===== config.mk =====
export PLATFORM = sky130hd
export DESIGN_NAME = lm_sm_sequencer
export DESIGN_NICKNAME = d
export VERILOG_FILES = /design/src/rtl/lm_sm_sequencer.sv
export SDC_FILE = /design/constraint.sdc
export NUM_CORES = 1
export LEC_CHECK = 0
export BUFFER_PORTS_ARGS = -buffer_cell sky130_fd_sc_hd__buf_4
export CAP_MARGIN = 25
export CORE_MARGIN = 2
export CORE_UTILIZATION = 41
export DETAILED_ROUTE_END_ITERATION = 10
export GPL_TIMING_DRIVEN = 0
export PLACE_DENSITY = 0.77
export SLEW_MARGIN = 25
export SYNTH_ARGS = -nofsm -noshare
export SYNTH_HDL_FRONTEND = slang
export SYNTH_SLANG_ARGS = --single-unit

===== constraint.sdc =====
create_clock -name clk -period 1.67 [get_ports clk]
set_clock_uncertainty 0.1 [all_clocks]
set_input_delay 0.167 -clock clk [delete_from_list [all_inputs] [get_ports clk]]
set_output_delay 0.167 -clock clk [all_outputs]
set_load 0.03 [all_outputs]

===== src/rtl/lm_sm_sequencer.sv =====
// Load-Multiple / Store-Multiple sequencer: walks a register mask lowest-first and
// moves one word per selected register between the register file and data memory.
//
// state | meaning
// IDLE  | waiting for start; memory held in harmless read
// XFER  | SM: write R[idx] to mem; LM: issue read of mem[addr_q]
// LM_WB | LM only: write registered read data into R[idx]
// DONE  | one-cycle completion pulse, last_addr valid
module lm_sm_sequencer #(
  parameter int DATA_W   = 16,
  parameter int ADDR_W   = 16,
  parameter int NUM_REGS = 8
) (
  input  logic              clk,
  input  logic              resetn,
  input  logic              start,
  input  logic              op_sm,
  input  logic [ADDR_W-1:0] base_addr,
  input  logic [NUM_REGS-1:0] reg_mask,
  output logic              busy,
  output logic              done,
  output logic [ADDR_W-1:0] last_addr,
  output logic              mem_rwbar,
  output logic [ADDR_W-1:0] mem_addr,
  output logic [DATA_W-1:0] mem_write_data,
  input  logic [DATA_W-1:0] mem_read_data,
  output logic [2:0]        rf_rd_addr,
  input  logic [DATA_W-1:0] rf_rd_data,
  output logic              rf_wr_en,
  output logic [2:0]        rf_wr_addr,
  output logic [DATA_W-1:0] rf_wr_data
);

  typedef enum logic [1:0] {IDLE, XFER, LM_WB, DONE} state_t;

  state_t              state, state_nxt;
  logic                op_q;
  logic [ADDR_W-1:0]   addr_q;
  logic [ADDR_W-1:0]   mem_addr_hold;
  logic [NUM_REGS-1:0] mask_q;
  logic [NUM_REGS-1:0] mask_rest;
  logic [2:0]          idx;
  logic                advance;

  always_comb begin
    idx = '0;
    for (int i = NUM_REGS - 1; i >= 0; i--) begin
      if (mask_q[i]) idx = i[2:0];
    end
  end

  // clearing the lowest set bit is the same as clearing mask_q[idx]
  assign mask_rest = mask_q & (mask_q - 1'b1);
  assign advance   = ((state == XFER) && op_q) || (state == LM_WB);

  always_ff @(posedge clk or negedge resetn) begin
    if (!resetn) begin
      state         <= IDLE;
      op_q          <= 1'b0;
      addr_q        <= '0;
      mask_q        <= '0;
      mem_addr_hold <= '0;
    end else begin
      state <= state_nxt;
      if (state == IDLE && start) begin
        op_q   <= op_sm;
        addr_q <= base_addr;
        mask_q <= reg_mask;
      end
      if (state == XFER) mem_addr_hold <= addr_q;
      if (advance) begin
        mask_q <= mask_rest;
        addr_q <= addr_q + 1'b1;
      end
    end
  end

  always_comb begin
    state_nxt = state;
    mem_rwbar = 1'b1;
    rf_wr_en  = 1'b0;
    busy      = 1'b1;
    done      = 1'b0;
    case (state)
      IDLE: begin
        busy = 1'b0;
        if (start) state_nxt = (reg_mask != '0) ? XFER : DONE;
      end
      XFER: begin
        if (op_q) begin
          mem_rwbar = 1'b0;
          state_nxt = (mask_rest != '0) ? XFER : DONE;
        end else begin
          state_nxt = LM_WB;
        end
      end
      LM_WB: begin
        rf_wr_en  = 1'b1;
        state_nxt = (mask_rest != '0) ? XFER : DONE;
      end
      DONE: begin
        done      = 1'b1;
        state_nxt = IDLE;
      end
      default: state_nxt = IDLE;
    endcase
  end

  // outside XFER the address bus keeps the last address actually accessed
  assign mem_addr       = (state == XFER) ? addr_q : mem_addr_hold;
  assign mem_write_data = rf_rd_data;
  assign rf_rd_addr     = idx;
  assign rf_wr_addr     = idx;
  assign rf_wr_data     = mem_read_data;
  assign last_addr      = addr_q;

endmodule


==> results of run 1 <==
[logic make-up (layout without fill, tap and decap cells)]
| logic type | Yosys count | count (layout) | share of synthesized area |
|---|---|---|---|
| flops | 43 | 43 | 0.438 |
| buf+inv | 54 | 225 | 0.144 |
| compound gates | 62 | 62 | 0.198 |
| fa+ha+maj | 2 | 2 | 0.00916 |
| simple gates | 69 | 69 | 0.148 |
| mux | 14 | 14 | 0.0642 |
[sequential cells by signal, summed over array words and instances (netlist names)]
name,count
last_addr,16
state,2
op_q,1
mask_q,8
mem_addr_hold,16
[power by group]
| group | total [W] | switching, W | leakage, nW | internal [W] |
|---|---|---|---|---|
| Combinational | 0.00810 | 0.00409 | 1.64 | 0.00401 |
| Clock | 0.000679 | 0.000386 | 0.0412 | 0.000293 |
| Sequential | 0.00213 | 0.000596 | 0.510 | 0.00154 |
[per-layer routing]
| metal | vias to the layer above | part of all wire | GRT usage |
|---|---|---|---|
| met5 | - | 0 | 0 |
| met4 | 0 | 0.032 | 0.105 |
| met3 | 36 | 0.084 | 0.0571 |
| met2 | 192 | 0.50 | 0.448 |
| met1 | 1417 | 0.39 | 0.312 |
| li1 | 1209 | - | - |
[metrics by stage]
step                      hold WS (ns)  instance area (um2)
after global placement          0.0892                 3350
after floorplan                 -0.229                 2490
final                         -0.00128                 4640
after detailed placement        0.0867                 3350
after CTS                    0.0000665                 4300
after global routing            0.0107                 4640
[path summary, 6_finish.rpt]
kind / from / to / slack (ns) / cells after the start
worst max-delay path: mask_q[3] / rf_wr_addr[2] / -0.28 / 4
worst min-delay path: base_addr[11] / last_addr[11] / -0.001 / 3
worst max register to register: mask_q[3] / state[1] / -0.28 / 5
worst min register to register: mem_addr_hold[1] / mem_addr_hold[1] / 0.39 / 2
max in group asynchronous: resetn / mask_q[6] / 0.76 / 2
min in group asynchronous: resetn / last_addr[4] / 0.29 / 2
[worst max-delay path, cell delays in order, from the launching register on]
cell	delay (ns)
dfrtp_1	0.41
or4_4	0.58
a21oi_4	0.15
buf_6	0.11
buf_6	0.12
[layout make-up]
cell class | instances | area share
Clock buffer | 6 | 0.0157
Inverter | 8 | 0.00648
Timing Repair Buffer | 167 | 0.335
Buffer | 42 | 0.0799
Tap cell | 75 | 0.0202
Sequential cell | 43 | 0.235
Clock inverter | 2 | 0.00270
Multi-Input combinational cell | 147 | 0.306
[cells in the final DEF, fill, tap and decap left out, types with 7 or more instances in the layout]
cell type      instances
o21ai_2                9
inv_1                  8
dlygate4sd3_1         13
a22o_1                 7
dfrtp_1               34
nand2_1               12
mux2_4                14
nand3_1                7
buf_4                138
buf_6                 43
dfrtp_2                9
[timing repair]
action,in CTS,in global routing
endpoints found under the hold margin,54,1
cloned,3,2
pin swaps,23,29
gates resized for setup,116,54
hold buffers,12,1
endpoints found under the setup margin,53,50
setup buffers,34,19
==> out/metrics.yaml, run 1 <==
cells_and_area:
  drive_gt1_frac: 0.694
  fillers: 333
  final_cells: 490
  diodes: 0
  seq_area_um2: 1090
  area.growth.synth_to_final_pct: 88.6
  layout.nets: 475
  multiInputGateArea_um2: 1420
  fin_util: 0.792
detailed_routing:
  dr.pass1.iters: 5
  wirelength_um: 9920
  vias: 2854
  drc: 0
  viasPerCell: 5.82
  first_iter_violations: 290
  post_drt_wl_per_cell_um: 20.2
  ant_nets: 0
worst_setup_path:
  cp.arrival_ns: 1.68
  cp_max_fo: 2
  critPathCaptureType: "output pin"
  cp.required_ns: 1.40
  crit_path_start_kind: "flip-flop"
  crit_type: "flip-flop to output pin"
grt:
  grt_max_degree: 44
  grt_overflow_total: 0
  track_usage: 0.259
  antenna_found_initial: 0
  grt_pass1_vias: 2628
  grt_pass1_wl_um: 12900
sta:
  min_period_over_period: 1.17
  rsz0062_at_grt: "yes"
  slew_viol_final: 0
  hold_slack_ns: -0.00128
  finalSetupViolCount: 48
  worst_pin_slew_ns: 0.551
  slew_headroom: 0.623
  hold_viol_final: 1
  fmax_ghz: 0.514
  setup_tns_ns: -7.87
  fin_crit_ns: 1.95
  postLayoutSetupSlackWorst_ns: -0.276
floorplan:
  die_x_um: 81.4
  rows: 28
  die_h_um: 81.4
  die-area_um2: 6630
  core_area_um2: 5850
  start_util: 0.420
  ios: 134
placed_design:
  post-place-ws_ns: -0.247
  placedCellCount: 420
  io_buffers: 101
  gp_congestion: 0.823
  hpwl_um: 4870
yosys:
  syn_area_um2: 2460
  avgSynthCellArea_um2: 10.1
  synth_area_leader_cell: "dfrtp_1"
  synth-seq-cells: 43
  ys_seq_area_frac: 0.438
  async_flop_share: 1.00
  synth_area_leaders: "dfrtp_1, buf_4, mux2_2, nand2_1, a22o_1"
  yosys.cell_types.count: 50
  synth_top_area_share: 0.438
  syn_inst: 244
  synth.most_common_cell: "dfrtp_1"
  yosysWarnings: 0
  synth_flop_cell: "dfrtp_1"
  synth_common_cells: "dfrtp_1, buf_4, nand2_1"
  syn_nets: 305
  synth-edff-count: 0
clock_network:
  clkTransAtPathRegs_ns: 0.10
  root_buffer: "clkbuf_8"
  cts_tree: "yes"
  clkLatencyLatePin_ns: 0.31
  ctsHtreeMaxLevel: 2
  cts_max_path_buffers: 2
  cts.sinks: 43
  numCtsBuffers: 5
outcome:
  status: "complete, but fails checks"
  violations: "negative hold slack, negative setup slack"
min_path:
  hold_path_class: "input port to flip-flop"
pwr:
  total_power_w: 0.0109
  ir_worst_vdd_v: 0.00146
  power.density_nw_per_um2: 2350
  p_leak_nw: 2.19
flow_run:
  drv_cap: 0
(Power assumes the default switching activity.)
==> run 2, diff against run 1 <==
--- a/config.mk
+++ b/config.mk
@@ -5,13 +5,14 @@
 export SDC_FILE = /design/constraint.sdc
 export NUM_CORES = 1
 export LEC_CHECK = 0
+export ABC_AREA = 1
 export BUFFER_PORTS_ARGS = -buffer_cell sky130_fd_sc_hd__buf_4
 export CAP_MARGIN = 25
 export CORE_MARGIN = 2
 export CORE_UTILIZATION = 41
 export DETAILED_ROUTE_END_ITERATION = 10
 export GPL_TIMING_DRIVEN = 0
-export PLACE_DENSITY = 0.77
+export PLACE_DENSITY = 0.76
 export SLEW_MARGIN = 25
 export SYNTH_ARGS = -nofsm -noshare
 export SYNTH_HDL_FRONTEND = slang
==> out/metrics.yaml, run 2 <==
pwr:
  internal_power_w: 0.00553  # -5.3%
  p_leak_nw: 2.18  # -0.54%
  switching_power_w: 0.00538  # +6.0%
  power.density_nw_per_um2: 2460  # +4.4%
  clockPowerShare: 0.078  # +0.016
  swShare: 0.493  # +0.0281
  power.share.combinational: 0.731  # -0.011
  ir_worst_vdd_v: 0.00153  # +4.8%
  total_power_w: 0.0109  # about the same
  power_frac_seq: 0.191  # -0.005
sta:
  slew_viol_final: 0  # unchanged
  fin_crit_ns: 1.75  # -0.191 ns
  min_period_over_period: 1.05  # -0.115
  finalSetupViolCount: 23  # -52%
  hold_viol_final: 0  # -1
  fmax_ghz: 0.570  # +11%
  worst_pin_slew_ns: 0.565  # +0.0135 ns
  rsz0062_at_grt: "yes"
  postLayoutSetupSlackWorst_ns: -0.0846  # +0.191 ns
  slew_headroom: 0.623  # about the same
floorplan:
  core_area_um2: 6240  # +6.7%
  die_h_um: 83.7  # +2.7%
  die_x_um: 83.7  # +2.7%
  die-area_um2: 7000  # +5.6%
  ios: 134  # unchanged
  rows: 29  # +3.6%
  start_util: 0.417  # -0.00322
outcome:
  status: "complete, but fails checks"
  violations: "negative setup slack"
placed_design:
  gp_congestion: 0.825  # +0.29%
  hpwl_um: 5300  # +8.7%
  placedCellCount: 494  # +18%
  io_buffers: 101  # unchanged
cells_and_area:
  diodes: 0  # unchanged
  layout_common_cells: "buf_4, nand2_1, dfrtp_1"
  multiInputGateArea_um2: 1380  # -2.8%
  area.growth.synth_to_final_pct: 70.6
  final_cells: 542  # +11%
  final_common_cell: "buf_4"
  layout.nets: 525  # +11%
  drive_gt1_frac: 0.557  # -0.137
  fin_util: 0.711  # -0.0814
  fillers: 460  # +38%
  seq_area_um2: 1080  # -1.0%
grt:
  grt_max_degree: 44  # unchanged
  grt_pass1_wl_um: 12600  # -2.7%
  track_usage: 0.224  # -0.0358
  grt_pass1_vias: 2653  # +0.95%
  antenna_found_initial: 0  # unchanged
  grt_overflow_total: 0  # unchanged
min_path:
  hold_path_class: "input port to flip-flop"
yosys:
  synth_common_cells: "nand2_1, dfrtp_1, buf_4"
  async_flop_share: 1.00  # unchanged
  synth.most_common_cell: "nand2_1"
  avgSynthCellArea_um2: 8.23  # -18%
  syn_nets: 377  # +24%
  ys_seq_area_frac: 0.414  # -0.0242
  synth_area_leader_cell: "dfrtp_1"
  yosys.cell_types.count: 36  # -28%
  synth_flop_cell: "dfrtp_1"
  yosysWarnings: 0  # unchanged
  synth_top_area_share: 0.414  # -0.0242
  syn_area_um2: 2600  # +5.9%
  synth-seq-cells: 43  # unchanged
  syn_inst: 316  # +30%
  synth_area_leaders: "dfrtp_1, buf_4, nand2_1, o21ai_0, inv_1"
  synth-edff-count: 0  # unchanged
detailed_routing:
  viasPerCell: 5.14  # -12%
  wirelength_um: 8270  # -17%
  drc: 0  # unchanged
  dr.pass1.iters: 4  # -1
  post_drt_wl_per_cell_um: 15.3  # -25%
  vias: 2784  # -2.5%
  first_iter_violations: 210  # -28%
  ant_nets: 0  # unchanged
worst_setup_path:
  cp.arrival_ns: 1.49  # -0.19 ns
  cp.required_ns: 1.40  # about the same
  crit_path_start_kind: "flip-flop"
  cp_max_fo: 10  # +8
  critPathCaptureType: "output pin"
  crit_type: "flip-flop to output pin"
clock_network:
  clkTransAtPathRegs_ns: 0.09  # about the same
  cts_max_path_buffers: 2  # unchanged
  cts.sinks: 43  # unchanged
  root_buffer: "clkbuf_8"
  clkLatencyLatePin_ns: 0.29  # -0.02 ns
  numCtsBuffers: 5  # unchanged
  cts_tree: "yes"
  ctsHtreeMaxLevel: 2  # unchanged
flow_run:
  drv_cap: 0  # unchanged
[run 2: metrics by stage]
step	setup slack (ns)	cell area (um2)	TNS (ns)	hold slack (ns)
after global routing	-0.133	4440	-2.90	0.00782
after global placement	-0.126	3470	-1.22	0.0938
final	-0.0846	4440	-1.10	0.000869
after detailed placement	-0.150	3470	-1.81	0.0981
after floorplan	-0.156	2620	-3.51	-0.229
after CTS	-0.0633	4190	-1.06	0.00110
[run 2: repair_timing]
item,in CTS,in global routing
pin swaps,7,9
hold endpoints to repair,47,0
hold buffers,5,0
resized for setup,106,29
buffers inserted,17,18
setup endpoints to repair,22,47
gates cloned,2,0
[run 2: final timing paths]
kind / start / endpoint / slack, ns / cells past startpoint
worst max-delay path: state[1] / mem_addr[9] / -0.08 / 6
worst min-delay path: reg_mask[4] / mask_q[4] / 0.0009 / 3
worst max register to register: state[1] / last_addr[11] / -0.01 / 11
worst min register to register: mem_addr_hold[2] / mem_addr_hold[2] / 0.41 / 2
max in group asynchronous: resetn / last_addr[14] / 0.78 / 2
min in group asynchronous: resetn / mem_addr_hold[2] / 0.30 / 2
[run 2: cell families (layout without fill, tap and decap cells)]
group	after synthesis	count (layout)	share of synthesized area
xor+xnor	5	5	0.0168
buf+inv	80	229	0.177
fa+ha+maj	1	1	0.00481
compound gates	69	69	0.170
simple gates	118	118	0.218
flops	43	43	0.414
[run 2: area by class of cell]
cell class	count	area share
multi-input cells	193	0.310
repair buffers	143	0.277
flip-flops and latches	43	0.243
plain buffers	41	0.0849
inverters	37	0.0375
well taps	77	0.0217
clock buffers	6	0.0186
clock inverters	2	0.00790
[run 2: power groups by stage]
stage                     clock network, W  logic [W]  registers, W
after floorplan                          0    0.00349       0.00230
after global placement                   0    0.00548       0.00199
after detailed placement                 0    0.00557       0.00201
after CTS                         0.000863    0.00724       0.00203
after global routing              0.000900    0.00842       0.00214
final                             0.000853    0.00797       0.00208
[run 2: routing by layer]
| layer | GRT usage | part of all wire | wire length [um] | vias to the layer above |
|---|---|---|---|---|
| met4 | 0.0630 | 0.014 | 116 | 0 |
| met5 | 0 | 0 | 0 | - |
| met2 | 0.406 | 0.54 | 4450 | 133 |
| li1 | - | - | - | 1305 |
| met3 | 0.0386 | 0.072 | 593 | 10 |
| met1 | 0.271 | 0.38 | 3110 | 1336 |
[run 2: critical path: stages (launching register included)]
cell	delay (ns)
dfrtp_1	0.43
nor2_4	0.20
inv_6	0.09
clkbuf_16	0.18
nand2_2	0.09
o21ai_4	0.07
buf_6	0.14
==> run 3, diff against run 2 <==
--- a/config.mk
+++ b/config.mk
@@ -6,7 +6,7 @@
 export NUM_CORES = 1
 export LEC_CHECK = 0
 export ABC_AREA = 1
-export BUFFER_PORTS_ARGS = -buffer_cell sky130_fd_sc_hd__buf_4
+export BUFFER_PORTS_ARGS = -buffer_cell sky130_fd_sc_hd__buf_2
 export CAP_MARGIN = 25
 export CORE_MARGIN = 2
 export CORE_UTILIZATION = 41
==> out/metrics.yaml, run 3 (synthesis results as in run 2) <==
floorplan:
  die_h_um: 83.7  # unchanged
  die-area_um2: 7000  # unchanged
  ios: 134  # unchanged
  core_area_um2: 6240  # unchanged
  rows: 29  # unchanged
  die_x_um: 83.7  # unchanged
  start_util: 0.417  # unchanged
clock_network:
  cts.sinks: 43  # unchanged
  ctsHtreeMaxLevel: 2  # unchanged
  cts_tree: "yes"
  cts_max_path_buffers: 2  # unchanged
  root_buffer: "clkbuf_8"
  numCtsBuffers: 5  # unchanged
  clkLatencyLatePin_ns: 0.30  # about the same
  clkTransAtPathRegs_ns: 0.08  # about the same
placed_design:
  post_dp_cell_area_um2: 3220  # -7.3%
  gp_congestion: 0.838  # +1.6%
  hpwl_um: 5210  # -1.7%
  io_buffers: 101  # unchanged
outcome:
  status: "complete, but fails checks"
  violations: "negative hold slack, negative setup slack"
min_path:
  hold_path_class: "input port to flip-flop"
  hold_depth: 3  # unchanged
pwr:
  total_power_w: 0.0105  # -3.9%
  p_leak_nw: 2.06  # -5.7%
  ir_worst_vdd_v: 0.00176  # +15%
  power.density_nw_per_um2: 2530  # +2.7%
detailed_routing:
  drc: 0  # unchanged
  viasPerCell: 4.97  # -3.2%
  wirelength_um: 7650  # -7.5%
  post_drt_wl_per_cell_um: 14.3  # -6.5%
  first_iter_violations: 142  # -32%
  ant_nets: 0  # unchanged
  vias: 2665  # -4.3%
  dr.pass1.iters: 4  # unchanged
worst_setup_path:
  cp.arrival_ns: 1.49  # about the same
  path_cells: "inv_2 -> nor2_4 -> inv_4 -> clkbuf_4 -> nand2_1 -> o21ai_2 -> buf_6"
  cp_max_fo: 8  # -2
  cp_num_cells: 7  # +1
  crit_slowest_cell: "dfrtp_1"
  crit_family: "buffers and inverters"
  crit_type: "flip-flop to output pin"
  rr_worst_depth: 11  # unchanged
  cp.required_ns: 1.40  # about the same
  crit_path_start_kind: "flip-flop"
  crit_buf_inv: 4  # +1
  critPathCaptureType: "output pin"
  crit_path_max_incr_delay_ns: 0.41  # -0.02 ns
grt:
  antenna_found_initial: 0  # unchanged
  grt_pass1_wl_um: 12200  # -3.2%
  grt_overflow_total: 0  # unchanged
  grt_pass1_vias: 2537  # -4.4%
  track_usage: 0.216  # -0.00762
  grt_max_degree: 44  # unchanged
flow_run:
  drv_cap: 0  # unchanged
cells_and_area:
  design_area_um2: 4150  # -6.4%
  diodes: 0  # unchanged
  drive_gt1_frac: 0.569  # +0.0116
  layout.nets: 519  # -1.1%
  area.growth.synth_to_final_pct: 59.6
  fin_util: 0.665  # -0.0457
  layout_common_cells: "buf_2, buf_4, nand2_1"
  final_common_cell: "buf_2"
sta:
  worst_pin_slew_ns: 0.561  # -0.00417 ns
  min_period_over_period: 1.05  # +0.00128
  hold_viol_final: 1  # +1
  setup_tns_ns: -1.16  # -0.0612 ns
  fin_crit_ns: 1.76  # +0.00213 ns
  slew_viol_final: 0  # unchanged
  fmax_ghz: 0.569  # -0.12%
  finalSetupViolCount: 21  # -8.7%
  hold_slack_ns: -0.00186  # -0.00273 ns
  postLayoutSetupSlackWorst_ns: -0.0867  # -0.00213 ns
  rsz0062_at_grt: "yes"
  slew_headroom: 0.626  # +0.00278
[run 3: layout make-up]
class,instances,area (um2)
timing repair buffer,135,932
tap,77,96.3
sequential,43,1080
inverter,37,161
buffer,43,367
fill,506,2090
clock inverter,2,60.1
multi-input combinational,193,1380
clock buffer,6,72.6
[run 3: path summary, 6_finish.rpt]
check / start / end / slack [ns]
max: state[0] / mem_addr[2] / -0.09
min reg2reg: mem_addr_hold[11] / mem_addr_hold[11] / 0.40
max reg2reg: state[0] / last_addr[11] / 0
min: reg_mask[3] / mask_q[3] / -0.002
max in group asynchronous: resetn / mask_q[7] / 0.76
min in group asynchronous: resetn / mem_addr_hold[1] / 0.30
[run 3: worst register-to-register path, stage by stage, from the launching register on]
cell and delay [ns]:
dfrtp_1 0.41, inv_2 0.09, buf_4 0.12, nand2_4 0.07, inv_4 0.09, nor2_8 0.04
nand2_8 0.08, clkinv_8 0.07, nor2_8 0.17, inv_6 0.07, buf_12 0.15, o22ai_2 0.14
[run 3: per-layer routing]
layer,vias up,GRT usage,routed length [um]
met5,-,0,0
met4,0,0.0630,138
met3,15,0.0415,469
met2,106,0.373,3920
met1,1253,0.275,3120
li1,1291,-,-
[run 3: metrics by stage]
step	hold WS (ns)	setup slack [ns]	cells
global placement	0.270	-0.156	494
finish	-0.00186	-0.0867	536
floorplan	-0.229	-0.156	316
detailed placement	0.264	-0.145	494
global route	0.00764	-0.168	536
CTS	0.00247	-0.0731	522
[run 3: what timing repair did]
action	CTS	global route
resized for setup	117	37
buffers inserted	13	14
hold buffers	4	0
pin swaps	8	12
hold endpoints to repair	46	0
endpoints found under the setup margin	22	47
gates cloned	3	0
[run 3: power breakdown]
group / leakage [nW] / total [W] / internal [W] / switching (W)
registers: 0.523 / 0.00204 / 0.00158 / 0.000462
clock network: 0.0654 / 0.000961 / 0.000598 / 0.000363
logic: 1.47 / 0.00749 / 0.00308 / 0.00441
total: 2.06 / 0.0105 / 0.00525 / 0.00524
